==> src/rtl/tone_pkg.sv <==
// Shared constants, state encoding and half-period helpers for the tone driver.
package tone_pkg;

  localparam int unsigned NOTE_REST_MIN = 12;
  localparam int unsigned N_NOTES       = 12;

  // Base-octave (C4..B4) note frequencies in centi-Hz.
  localparam int unsigned FREQ_CHZ [N_NOTES] = '{
    26163, 27718, 29366, 31113, 32963, 34923,
    36999, 39200, 41530, 44000, 46616, 49388
  };

  typedef enum logic [1:0] {
    ST_IDLE   = 2'd0,
    ST_PLAY   = 2'd1,
    ST_SWITCH = 2'd2,
    ST_STOP   = 2'd3
  } state_t;

  // Base-octave half-period in clock cycles; 64-bit so 100 MHz * 100 does not overflow.
  function automatic int unsigned half_tbl(input int unsigned clk_frq, input logic [3:0] n);
    longint unsigned num;
    longint unsigned den;
    num = 64'(clk_frq) * 64'd100;
    den = 64'd2 * 64'(FREQ_CHZ[n]);
    return 32'(num / den);
  endfunction

  // Octave shift of a base half-period, clamped so the counter always has two states.
  function automatic int unsigned half_period(input int unsigned base, input logic [2:0] oct);
    int unsigned v;
    v = base >> oct;
    return (v < 32'd2) ? 32'd2 : v;
  endfunction

endpackage

==> src/rtl/tone_driver.sv <==
// Square-wave tone generator with glitch-free pitch switching and minimum note hold.
module tone_driver
  import tone_pkg::*;
#(
  parameter int unsigned C_CLK_FRQ  = 100_000_000,
  parameter int unsigned C_MIN_HOLD = 1
) (
  input  logic       clk,
  input  logic       rst,
  input  logic       note_valid,
  output logic       note_ready,
  input  logic [3:0] note_code,
  input  logic [2:0] note_octave,
  input  logic       note_on,
  output logic       spk_out,
  output logic       busy
);

  localparam int unsigned HALF_TBL [N_NOTES] = '{
    half_tbl(C_CLK_FRQ, 4'd0),  half_tbl(C_CLK_FRQ, 4'd1),  half_tbl(C_CLK_FRQ, 4'd2),
    half_tbl(C_CLK_FRQ, 4'd3),  half_tbl(C_CLK_FRQ, 4'd4),  half_tbl(C_CLK_FRQ, 4'd5),
    half_tbl(C_CLK_FRQ, 4'd6),  half_tbl(C_CLK_FRQ, 4'd7),  half_tbl(C_CLK_FRQ, 4'd8),
    half_tbl(C_CLK_FRQ, 4'd9),  half_tbl(C_CLK_FRQ, 4'd10), half_tbl(C_CLK_FRQ, 4'd11)
  };
  // C4 is the longest half-period, so it sizes the period counter.
  localparam int unsigned HP_MAX   = half_tbl(C_CLK_FRQ, 4'd0);
  localparam int unsigned PW       = $clog2(HP_MAX + 1);
  localparam int unsigned HOLD_CYC = 32'(64'(C_MIN_HOLD) * 64'(C_CLK_FRQ) / 64'd1000);
  localparam int unsigned HW       = (HOLD_CYC < 1) ? 1 : $clog2(HOLD_CYC + 1);
  localparam logic [HW-1:0] HOLD_MAX = HW'(HOLD_CYC);

  state_t          r_state;
  logic [PW-1:0]   r_hp;
  logic [PW-1:0]   r_pend;
  logic [PW-1:0]   r_cnt;
  logic [HW-1:0]   r_hold;
  logic            r_spk;
  logic            r_busy;
  logic            r_ready;

  logic            w_playable;
  logic            w_accept;
  logic            w_boundary;
  logic [3:0]      w_idx;
  logic [PW-1:0]   w_hp_new;
  logic [HW-1:0]   w_hold_inc;

  // Command decode and half-period lookup for the presented note.
  assign w_playable = note_on && (note_code < 4'(NOTE_REST_MIN));
  assign w_idx      = w_playable ? note_code : 4'd0;
  assign w_hp_new   = PW'(half_period(HALF_TBL[w_idx], note_octave));
  assign w_accept   = note_valid && r_ready;
  assign w_boundary = (r_cnt == (r_hp - PW'(1)));
  assign w_hold_inc = (r_hold == HOLD_MAX) ? r_hold : (r_hold + HW'(1));

  assign note_ready = r_ready;
  assign spk_out    = r_spk;
  assign busy       = r_busy;

  // Note FSM, period/hold counters and registered outputs.
  always_ff @(posedge clk) begin
    if (rst) begin
      r_state <= ST_IDLE;
      r_hp    <= '0;
      r_pend  <= '0;
      r_cnt   <= '0;
      r_hold  <= '0;
      r_spk   <= 1'b0;
      r_busy  <= 1'b0;
      r_ready <= 1'b1;
    end else begin
      case (r_state)
        ST_IDLE: begin
          r_spk   <= 1'b0;
          r_cnt   <= '0;
          r_hold  <= '0;
          r_busy  <= 1'b0;
          r_ready <= 1'b1;
          if (w_accept && w_playable) begin
            r_hp    <= w_hp_new;
            r_spk   <= 1'b1;
            r_busy  <= 1'b1;
            r_ready <= 1'b0;
            r_state <= ST_PLAY;
          end
        end

        ST_PLAY: begin
          if (w_boundary) begin
            r_spk <= ~r_spk;
            r_cnt <= '0;
          end else begin
            r_cnt <= r_cnt + PW'(1);
          end
          r_hold  <= w_hold_inc;
          r_ready <= (w_hold_inc == HOLD_MAX);
          // A toggle on the accept cycle still happens; the new note waits for the next boundary.
          if (w_accept) begin
            r_ready <= 1'b0;
            if (w_playable) begin
              r_pend  <= w_hp_new;
              r_state <= ST_SWITCH;
            end else begin
              r_state <= ST_STOP;
            end
          end
        end

        ST_SWITCH: begin
          r_ready <= 1'b0;
          if (w_boundary) begin
            r_spk   <= ~r_spk;
            r_cnt   <= '0;
            r_hp    <= r_pend;
            r_hold  <= '0;
            r_state <= ST_PLAY;
          end else begin
            r_cnt <= r_cnt + PW'(1);
          end
        end

        ST_STOP: begin
          r_ready <= 1'b0;
          if (!r_spk || w_boundary) begin
            r_spk   <= 1'b0;
            r_cnt   <= '0;
            r_busy  <= 1'b0;
            r_ready <= 1'b1;
            r_state <= ST_IDLE;
          end else begin
            r_cnt <= r_cnt + PW'(1);
          end
        end

        default: r_state <= ST_IDLE;
      endcase
    end
  end

endmodule
==> config.mk <==
export PLATFORM = sky130hd
export DESIGN_NAME = tone_driver
export DESIGN_NICKNAME = d
export VERILOG_FILES = /design/src/rtl/tone_pkg.sv /design/src/rtl/tone_driver.sv
export SDC_FILE = /design/constraint.sdc
export NUM_CORES = 1
export LEC_CHECK = 0
export BUFFER_PORTS_ARGS = -buffer_cell sky130_fd_sc_hd__buf_2
export CAP_MARGIN = 20
export CORE_MARGIN = 2
export CORE_UTILIZATION = 60
export DETAILED_ROUTE_END_ITERATION = 7
export GPL_ROUTABILITY_DRIVEN = 0
export GPL_TIMING_DRIVEN = 0
export PLACE_DENSITY = 0.83
export SYNTH_ARGS = -nofsm -noshare
export SYNTH_HDL_FRONTEND = slang
export SYNTH_SLANG_ARGS = --single-unit
==> constraint.sdc <==
create_clock -name clk -period 5.7 [get_ports clk]
set_input_delay 0.285 -clock clk [delete_from_list [all_inputs] [get_ports clk]]
set_output_delay 0.285 -clock clk [all_outputs]
set_load 0.05 [all_outputs]
After elaboration in Yosys (flattened, before gate mapping)
Memories as Yosys holds them, arrays and structs flattened.
Cells that the tools add are included.
{"block": "word_totals", "ff_bits": 76, "romBits": 512, "inputBits": 11, "output_inout_bits": 3, "word_cells": 73, "memories": 1}
{"block": "classes", "addsub": 3, "magnitude_cmp": 3, "n_eq_ne": 11, "shift": 1, "mux": 28, "bitwise": 2, "n_reduce_logical": 16}
{"memory": "(no name shown)", "depth": 16, "word_bits": 32, "read_ports": 1, "rd_clocked_by_memory_dff": 0, "wr": 0, "line_no": "tone_driver.sv:51", "source": "assign w_hp_new = PW'(half_period(HALF_TBL[w_idx], note_octave));"}
{"operator": "18-bit 2-to-1 mux", "count": 5}
{"operator": "32-bit 2-to-1 mux", "count": 2}
{"operator": "18-bit case mux with 3 select lines", "count": 1}
{"operator": "17-bit case mux with 3 select lines", "count": 1}
{"operator": "18-bit case mux with 2 select lines", "count": 1}
{"operator": "17-bit equality test, second input constant", "count": 2}
{"operator": "17-bit 2-to-1 mux", "count": 2}
{"operator": "32-bit by 2-bit less-than comparator with 1-bit output, second input constant", "count": 1}
{"operator": "32-bit by 3-bit right shift with 32-bit output", "count": 1}
{"operator": "18-bit by 1-bit adder with 18-bit output, second input constant", "count": 1}
{"operator": "18-bit equality test", "count": 1}
{"operator": "18-bit by 1-bit subtractor with 18-bit output, second input constant", "count": 1}
{"operator": "17-bit by 1-bit adder with 17-bit output, second input constant", "count": 1}
{"operator": "2-bit 2-to-1 mux", "count": 4}
{"operator": "2-bit inequality test, second input constant", "count": 4}
{"operator": "2-bit case mux with 4 select lines", "count": 1}
{"operator": "1-bit 2-to-1 mux", "count": 7}
{"operator": "2-bit AND reduction", "count": 3}
{"operator": "3-bit AND reduction", "count": 2}
{"operator": "5-bit greater-or-equal comparator, second input constant", "count": 1}
{"operator": "4-bit inverter with 5-bit output", "count": 1}
{"operator": "2-bit equality test, second input constant", "count": 2}
{"operator": "4-bit less-than comparator, second input constant", "count": 1}
{"operator": "4-bit 2-to-1 mux", "count": 1}
{"operator": "other kinds (14)", "count": 17}

Depth between registers and ports, before layout
Gate-level depths: netlist of the first run.
{"block": "depth", "word_depth": 12, "depth_mapped": 14}

Worst setup path after synthesis of the first run
Ideal clock, no wire load.
{"block": "synth_path", "kind": "input to register", "start": "in note_on", "end": "reg r_hp[0]", "arrival_time_ns": 2.974, "required_time_ns": 5.578, "slack_ns": 2.605, "cell_stages": 12, "path_buffers": 1, "cell_sequence": "clkbuf_1 nand2_1 nor2_1 inv_1 ha_1 or2_2 a21oi_1 a211oi_1 mux2_2 mux4_2 and2_1 a221o_1"}
{"block": "synth_between", "elab_chain_cells": 11}
{"element": "from (decl)", "line_no": "tone_driver.sv:14", "source": "input logic note_on,"}
{"element": "1-bit logical AND *", "line_no": "tone_driver.sv:49", "source": "assign w_playable = note_on && (note_code < 4'(NOTE_REST_MIN));"}
{"element": "4-bit 2-to-1 mux", "line_no": "tone_driver.sv:50", "source": "assign w_idx = w_playable ? note_code : 4'd0;"}
{"element": "4-bit inverter with 5-bit output (not written as such)", "line_no": "tone_driver.sv:51"}
{"element": "memory 16 x 32 bit"}
{"element": "32-bit 2-to-1 mux (not written as such) (2 in series)", "line_no": "tone_driver.sv:51"}
{"element": "32-bit by 3-bit right shift with 32-bit output", "line_no": "tone_pkg.sv:32", "source": "v = base >> oct;"}
{"element": "32-bit by 2-bit less-than comparator with 1-bit output", "line_no": "tone_pkg.sv:33", "source": "return (v < 32'd2) ? 32'd2 : v;"}
{"element": "18-bit 2-to-1 mux", "line_no": "tone_pkg.sv:33"}
{"element": "18-bit 2-to-1 mux", "line_no": "tone_driver.sv:79", "source": "if (w_accept && w_playable) begin"}
{"element": "18-bit case mux with 2 select lines", "line_no": "tone_driver.sv:72", "source": "case (r_state)"}
{"element": "to (signal assigned)", "line_no": "tone_driver.sv:80", "source": "r_hp <= w_hp_new;"}
{"element": "to (signal assigned)", "line_no": "tone_driver.sv:114", "source": "r_hp <= r_pend;"}
{"element": "to (decl)", "line_no": "tone_driver.sv:33", "source": "logic [PW-1:0] r_hp;"}
Mark *: on every way between the ends. The rest lies on a longest branch, timed or not. The select of a mux whose other input is x is not followed.
A chain may end at the register's enable or synchronous reset.

Final worst setup path of the first run
{"block": "layout_path", "start": "reg r_hp[0]", "end": "reg r_hp[15]"}
{"block": "layout_between", "elab_chain_cells": 4}
{"element": "18-bit by 1-bit subtractor with 18-bit output", "line_no": "tone_driver.sv:53", "source": "assign w_boundary = (r_cnt == (r_hp - PW'(1)));"}
{"element": "18-bit equality test", "line_no": "tone_driver.sv:53"}
{"element": "2-bit inequality test (no source line)"}
{"element": "3-bit AND reduction (no source line)"}
Every way passes these cells.

==> reports/qor.yml, run 1 <==
place:
  place_ws_ps: 1800
  dpl_cell_area_mm2: 0.00608
  dp_cells: 917
  dp_hpwl_um: 12500
  io_buffers: 8
detailed_routing:
  vias: 6213
  wl_um: 17000
  via_per_inst: 6.66
  ant_nets: 0
  drt_first_pass_iters: 6
  wl_per_cell_um: 18.2
  drtIter0Drc: 612
  drc: 0
critical_path:
  start_kind: "flip-flop"
  arrival_ps: 4120
  crit_buf_inv: 3
  cp.required_ps: 5930
  regToRegSetupSlack_ps: 1810
  end_kind: "flip-flop"
  cp_max_fo: 10
  timing.critical_path.slowest_stage_cell: "a2111oi_0"
  crit_family: "compound AO/OA/AOI/OAI gates"
  max_stage_delay_ps: 770
  path_cells: "inv_1 > ha_1 > or4b_1 > buf_2 > xnor2_1 > a32o_1 > a32oi_1 > o21ai_0 > a41oi_1 > clkbuf_1 > a2111oi_0 > nor3_1"
  critPathKind: "reg2reg"
cts:
  clock_sinks: 76
  cts.clk_slew.worst_paths_ps: 80
  clkLatencyLatePin_ps: 370
  cts_setup_buffers: 0
  cts-hold-fix-buffers: 0
  clock-root-buffer: "clkbuf_8"
  clockBufferDepth: 2
  cts_resized: 0
  numCtsBuffers: 9
  cts_max_level: 3
  cts_tree: "done"
floorplan:
  core_mm2: 0.00964
  start_util_pct: 60.9
  die_area_mm2: 0.0106
  die_h_um: 103
  die_w_um: 103
  pin_count: 14
  std_cell_rows: 36
synthesis:
  ys_seq_area_share_pct: 25.9
  synth_most_common_cell: "nor2_1"
  synth_flop_cell: "dfxtp_1"
  ys_types: 77
  async_flop_share_pct: 0
  syn_nets: 803
  yosys_warnings: 0
  synth_edf_count: 0
  synth.largest_area_cell: "dfxtp_1"
  yosys-top-cells-count: "84 x nor2_1, 76 x dfxtp_1, 71 x nand2_1"
  syn_area_mm2: 0.00587
  synthTopCellsByArea: "dfxtp_1 26%, nor2_1 5.4%, nand2_1 4.5%"
  synthCells: 776
  ys_seq_elements: 76
  synthDominantCellAreaShare_pct: 25.9
  avgSynthCellArea_um2: 7.57
power:
  total_power_w: 0.00225
  ir_drop_mv: 0.207
  powerDensity_mw_per_mm2: 359
  leakage_nw: 2.26
final_layout:
  layoutNonFillerInstCount: 933
  drive_gt1_share_pct: 8.00
  nNetsFinal: 822
  diodes: 0
  fin_area_mm2: 0.00628
  syn_to_final_growth_pct: 6.93
sta:
  finalSetupViolCount: 0
  rsz0062_at_grt: "false"
  fmax_mhz: 257
  fin_worst_skew_ps: 10.6
  slew_violations: 0
  min_period_ps: 3890
  tns_ps: 0
  worst_pin_slew_ps: 1070
  hold_viol_final: 0
  max-slew-margin-rel_pct: 28.2
  period_share_pct: 68.2
  layout_setup_ws_ps: 1810
global_route:
  antenna_found_initial: 0
  grt_max_degree: 15
  grt_pass1_vias: 5671
  grt_pass1_wl_um: 27300
  grt.total_usage_pct: 32.4
  overflow: 0
run:
  maxCapViolCount: 0
outcome:
  status: "finished, final reports clean"
worst_hold_path:
  min_path_type: "reg2reg"
final timing paths:
path | start | end | cells after the start
setup / recovery | r_hp[0]$_SDFFE_PP0P_ | r_hp[15]$_SDFFE_PP0P_ | 12
hold / removal | r_pend[11]$_SDFFE_PP0P_ | r_pend[11]$_SDFFE_PP0P_ | 2
setup reg to reg | r_hp[0]$_SDFFE_PP0P_ | r_hp[15]$_SDFFE_PP0P_ | 12
hold reg to reg | r_pend[11]$_SDFFE_PP0P_ | r_pend[11]$_SDFFE_PP0P_ | 2
power breakdown:
group | total (W) | internal, W | leakage [nW] | switching (W)
registers | 0.000662 | 0.000590 | 0.615 | 0.0000721
clock network | 0.000421 | 0.000204 | 0.0958 | 0.000217
logic | 0.00117 | 0.000452 | 1.55 | 0.000717
final cells by class:
type                       count  area [um2]
sequential                    76        1520
timing repair buffer           8        40.0
clock buffer                   9         124
inverter                      33         124
tap                          133         166
multi-input combinational    612        4000
clock inverter                 7        76.3
fill                         851        3360
buffer                        55         230
metal layers:
layer / track usage, % / vias to the layer above / wire (um)
li1: - / 2915 / -
met1: 41.1 / 2849 / 6980
met2: 54.2 / 371 / 7940
met3: 5.49 / 78 / 1430
met4: 13.9 / 0 / 663
met5: 0 / - / 0
stage by stage:
step                      hold WS (ps)  utilization (%)
after detailed placement           452             63.1
after floorplan                    436                -
after global placement             441             63.1
final                              464             65.1
after CTS                          447             65.1
after global routing               476             65.1
worst register-to-register path, delay by kind of cell (launching register included):
kind,cells,cell delay (ps)
xor+xnor,1,180
compound gates,5,1850
flops,1,360
simple gates,2,520
fa+ha+maj,1,250
buf+inv,3,590
cells by family (layout without fill, tap and decap cells):
kind of cell / Yosys count / in the layout / share of synthesized area, %
mux: 21 / 21 / 4.33
flops: 76 / 76 / 25.9
buf+inv: 88 / 112 / 6.03
simple gates: 308 / 308 / 26.5
xor+xnor: 46 / 46 / 6.86
compound gates: 221 / 221 / 27.0
fa+ha+maj: 16 / 16 / 3.41
flip-flops by register name (all words and copies together), names as in the netlist:
register	count
busy	1
r_state	2
r_cnt	18
r_pend	18
spk_out	1
r_hold	17
r_hp	18
note_ready	1
layout by cell type, fill, tap and decap left out, types with 7 or more instances in the layout:
| cell type | count |
|---|---|
| a21o_1 | 9 |
| nand4_1 | 7 |
| nor2_1 | 84 |
| dfxtp_1 | 76 |
| a21oi_1 | 38 |
| o22ai_1 | 19 |
| o21ai_0 | 34 |
| nor4_1 | 12 |
| and2_1 | 9 |
| ha_1 | 16 |
| nand2_1 | 71 |
| buf_2 | 12 |
| clkbuf_8 | 9 |
| xor2_1 | 18 |
| mux2i_1 | 13 |
| inv_1 | 31 |
| nor3_1 | 35 |
| a221o_1 | 8 |
| o211ai_1 | 7 |
| a211oi_1 | 13 |
| o311ai_0 | 7 |
| nand3_1 | 23 |
| a31o_2 | 7 |
| and3_1 | 10 |
| nand2b_1 | 13 |
| clkbuf_1 | 48 |
| xnor2_1 | 28 |
Note: power is estimated with default switching activity, not from simulation.
==> inputs of run 2 (changes only) <==
==> constraint.sdc (replaced) <==
create_clock -name clk -period 3.7 [get_ports clk]
set_input_delay 0.185 -clock clk [delete_from_list [all_inputs] [get_ports clk]]
set_output_delay 0.185 -clock clk [all_outputs]
set_load 0.05 [all_outputs]
==> reports/qor.yml, run 2 (synthesized netlist as in run 1, its figures left out) <==
sta:
  worst_pin_slew_ps: 1070
  finalSetupViolCount: 0
  rsz0062_at_grt: "false"
  fmax_mhz: 289
  max-slew-margin-rel_pct: 28.0
  hold_viol_final: 0
  period_share_pct: 93.5
  fin_worst_skew_ps: 8.95
  slew_violations: 0
  layout_setup_ws_ps: 242
  min_period_ps: 3460
final_layout:
  nNetsFinal: 825
  fillCellCount: 842
  largestRegisters: "r_cnt (18), r_hp (18), r_pend (18)"
  fin_util_pct: 65.6
  syn_to_final_growth_pct: 7.69
  drive_gt1_share_pct: 8.97
  fin_area_mm2: 0.00632
  diodes: 0
  mostFrequentLayoutCell: "nor2_1"
  final_cell_mix: "84 x nor2_1, 76 x dfxtp_1, 71 x nand2_1, 46 x clkbuf_1, 38 x a21oi_1"
critical_path:
  regToRegSetupSlack_ps: 240
  max_stage_delay_ps: 500
  timing.critical_path.slowest_stage_cell: "or4_1"
  arrival_ps: 3700
  start_kind: "flip-flop"
  crit_buf_inv: 3
  critPathKind: "reg2reg"
  end_kind: "flip-flop"
  cp_max_fo: 10
  crit_family: "simple AND/OR/NAND/NOR gates"
  cp.required_ps: 3940
  path_cells: "buf_6 > or4_1 > buf_4 > nor4_4 > nand2_1 > xnor2_1 > and3_1 > a41oi_1 > clkbuf_2 > o311ai_0 > o41ai_1"
cts:
  clock_sinks: 76
  cts-hold-fix-buffers: 0
  clockBufferDepth: 2
  numCtsBuffers: 9
  clock-root-buffer: "clkbuf_8"
  cts_tree: "done"
  cts_max_level: 3
  cts.clk_slew.worst_paths_ps: 80
  clkLatencyLatePin_ps: 370
outcome:
  status: "finished, final reports clean"
global_route:
  gr-max-usage-layer: "met2"
  grt_pass1_vias: 5663
  use_met3_pct: 6.03
  grt_use_met2_pct: 53.9
  grt.total_usage_pct: 32.4
  antenna_found_initial: 0
  overflow: 0
  grt_pass1_wl_um: 27300
  grt_max_degree: 15
  gr-usage-met1_pct: 41.2
place:
  io_buffers: 8
  dp_hpwl_um: 12500
  place_ws_ps: -96.6
  dpl_cell_area_mm2: 0.00608
detailed_routing:
  wl_um: 16900
  ant_nets: 0
  drc: 0
  drt_first_pass_iters: 6
  vias: 6200
  drtIter0Drc: 626
  via_per_inst: 6.62
  wl_per_cell_um: 18.1
floorplan:
  die_area_mm2: 0.0106
  core_mm2: 0.00964
  die_h_um: 103
  die_w_um: 103
  std_cell_rows: 36
  start_util_pct: 60.9
  pin_count: 14
worst_hold_path:
  min_path_type: "in2reg"
power:
  leakage_nw: 2.28
  powerDensity_mw_per_mm2: 552
  ir_drop_mv: 0.319
run:
  maxCapViolCount: 0
==> run 2: path summary, 6_finish.rpt <==
kind,from,end,cells past startpoint
max reg2reg,r_hp[2]$_SDFFE_PP0P_,r_hold[2]$_SDFFE_PP0P_,11
min,rst,r_hold[2]$_SDFFE_PP0P_,4
min reg2reg,r_pend[11]$_SDFFE_PP0P_,r_pend[11]$_SDFFE_PP0P_,2
max,r_hp[2]$_SDFFE_PP0P_,r_hold[2]$_SDFFE_PP0P_,11
==> run 2: where the power goes <==
part           switching [W]  internal, W
Clock               0.000331     0.000314
Sequential          0.000111     0.000909
Combinational        0.00111     0.000713
==> run 2: per-stage QoR <==
step | hold slack (ps) | power, W | instances | setup TNS, ps
finish | 390 | 0.00349 | 936 | 0
global route | 402 | 0.00371 | 936 | 0
CTS | 347 | 0.00343 | 933 | 0
detailed placement | 452 | 0.00277 | 917 | -236
global placement | 441 | 0.00270 | 917 | 0
floorplan | 436 | 0.00240 | 776 | 0
==> run 2: what timing repair did <==
item / CTS / global route
pin swaps: 0 / 1
endpoints found under the setup margin: 2 / 44
setup buffers: 0 / 3
hold endpoints to repair: 0 / 0
gates resized for setup: 2 / 9
==> run 2: layout make-up <==
cell class,instances,area [um2],area share (%)
Clock inverter,7,76.3,1.21
Buffer,55,233,3.68
Multi-Input combinational cell,612,4020,63.5
Sequential cell,76,1520,24.1
Clock buffer,9,124,1.96
Tap cell,133,166,2.63
Inverter,33,124,1.96
Timing Repair Buffer,11,62.6,0.989
==> run 2: tightest hold or removal path: stages <==
cell     delay, ps
buf_2          150
nor2_1         100
nand3_2        190
o41ai_1         80
==> run 2: routing by layer <==
layer  wire length (um)  vias up
li1                   -     2926
met1               6960     2825
met2               7900      368
met3               1350       81
met4                705        0
met5                  0        -
==> inputs of run 3 (changes only) <==
==> constraint.sdc (replaced) <==
create_clock -name clk -period 3.7 [get_ports clk]
set_input_delay 0.37 -clock clk [delete_from_list [all_inputs] [get_ports clk]]
set_output_delay 0.37 -clock clk [all_outputs]
set_load 0.05 [all_outputs]
==> reports/qor.yml, run 3 (synthesized netlist as in run 1, its figures left out) <==
cts:
  clockBufferDepth: 2
  clock-root-buffer: "clkbuf_8"
  cts_max_level: 3
  cts_tree: "done"
  numCtsBuffers: 9
  clock_sinks: 76
  clkLatencyLatePin_ps: 370
  cts-hold-fix-buffers: 0
  cts.clk_slew.worst_paths_ps: 80
global_route:
  overflow: 0
  grt_pass1_wl_um: 27300
  grt.total_usage_pct: 32.4
  grt_pass1_vias: 5663
  grt_max_degree: 15
  antenna_found_initial: 0
sta:
  worst_pin_slew_ps: 1080
  min_period_ps: 3610
  fmax_mhz: 277
  holdWs_ps: 463
  fin_worst_skew_ps: 11.1
  period_share_pct: 97.6
  max-slew-margin-rel_pct: 27.2
  finalSetupViolCount: 0
  tns_ps: 0
  rsz0062_at_grt: "true"
  hold_viol_final: 0
  slew_violations: 0
detailed_routing:
  via_per_inst: 6.66
  wl_per_cell_um: 18.1
  wl_um: 16900
  ant_nets: 0
  vias: 6233
  drtIter0Drc: 664
  drt_first_pass_iters: 6
  drc: 0
floorplan:
  std_cell_rows: 36
  die_area_mm2: 0.0106
  die_w_um: 103
  pin_count: 14
  start_util_pct: 60.9
  die_h_um: 103
  core_mm2: 0.00964
run:
  maxCapViolCount: 0
worst_hold_path:
  min_path_type: "reg2reg"
power:
  leakage_nw: 2.28
  powerDensity_mw_per_mm2: 552
  ir_drop_mv: 0.324
final_layout:
  syn_to_final_growth_pct: 7.69
  drive_gt1_share_pct: 8.84
  mostFrequentLayoutCell: "nor2_1"
  diodes: 0
  final_cell_mix: "83 x nor2_1, 76 x dfxtp_1, 71 x nand2_1, 48 x clkbuf_1, 38 x a21oi_1"
  largestRegisters: "r_cnt (18), r_hp (18), r_pend (18)"
  layoutNonFillerInstCount: 936
  nNetsFinal: 825
critical_path:
  cp_max_fo: 10
  arrival_ps: 3880
  end_kind: "flip-flop"
  critPathKind: "reg2reg"
  start_kind: "flip-flop"
  cp.required_ps: 3960
place:
  dp_cells: 917
  io_buffers: 8
  dp_hpwl_um: 12500
outcome:
  status: "finished, final reports clean"
-- run 3: critical path: stages, from the launching register on --
cell	delay (ps)
dfxtp_1	360
inv_1	70
ha_1	250
or3b_2	460
clkbuf_1	190
a2111oi_0	440
o32a_1	240
nand2b_1	110
a41oi_1	510
clkbuf_1	530
o311ai_0	250
o41ai_1	110
-- run 3: layout make-up --
cell class | count | area (um2)
buffer | 55 | 230
sequential | 76 | 1520
timing repair buffer | 11 | 62.6
clock buffer | 9 | 124
fill | 839 | 3320
clock inverter | 7 | 76.3
tap | 133 | 166
multi-input combinational | 612 | 4020
inverter | 33 | 124
-- run 3: path summary, 6_finish.rpt --
path / from / to / slack [ps] / cells past startpoint
worst min register to register: r_pend[11]$_SDFFE_PP0P_ / r_pend[11]$_SDFFE_PP0P_ / 460 / 2
worst max-delay path: r_hp[0]$_SDFFE_PP0P_ / r_hold[2]$_SDFFE_PP0P_ / 90 / 11
worst min-delay path: r_pend[11]$_SDFFE_PP0P_ / r_pend[11]$_SDFFE_PP0P_ / 460 / 2
worst max register to register: r_hp[0]$_SDFFE_PP0P_ / r_hold[2]$_SDFFE_PP0P_ / 90 / 11
-- run 3: report_power, final --
part           internal (W)  switching (W)
combinational      0.000712        0.00111
sequential         0.000909       0.000111
clock              0.000314       0.000333
-- run 3: metrics by stage --
stage | setup WS (ps) | instance area (um2) | util [%] | total power (W)
finish | 87.8 | 6320 | 65.6 | 0.00349
global route | -138 | 6320 | 65.6 | 0.00371
CTS | 33.5 | 6280 | 65.2 | 0.00343
detailed placement | -282 | 6080 | 63.1 | 0.00277
global placement | -140 | 6080 | 63.1 | 0.00270
floorplan | 520 | 5870 | - | 0.00240
-- run 3: layer usage --
layer | vias to the layer above | track usage, % | part of all wire, %
met5 | - | 0 | 0
met2 | 377 | 53.9 | 47
met1 | 2852 | 41.2 | 41
met3 | 78 | 6.03 | 8.4
met4 | 0 | 13.5 | 4.2
li1 | 2926 | - | -
-- run 3: what timing repair did --
action / CTS / global route
buffers inserted: 0 / 3
pin swaps: 0 / 1
setup endpoints to repair: 2 / 45
gates resized for setup: 2 / 6
gates cloned: 0 / 0
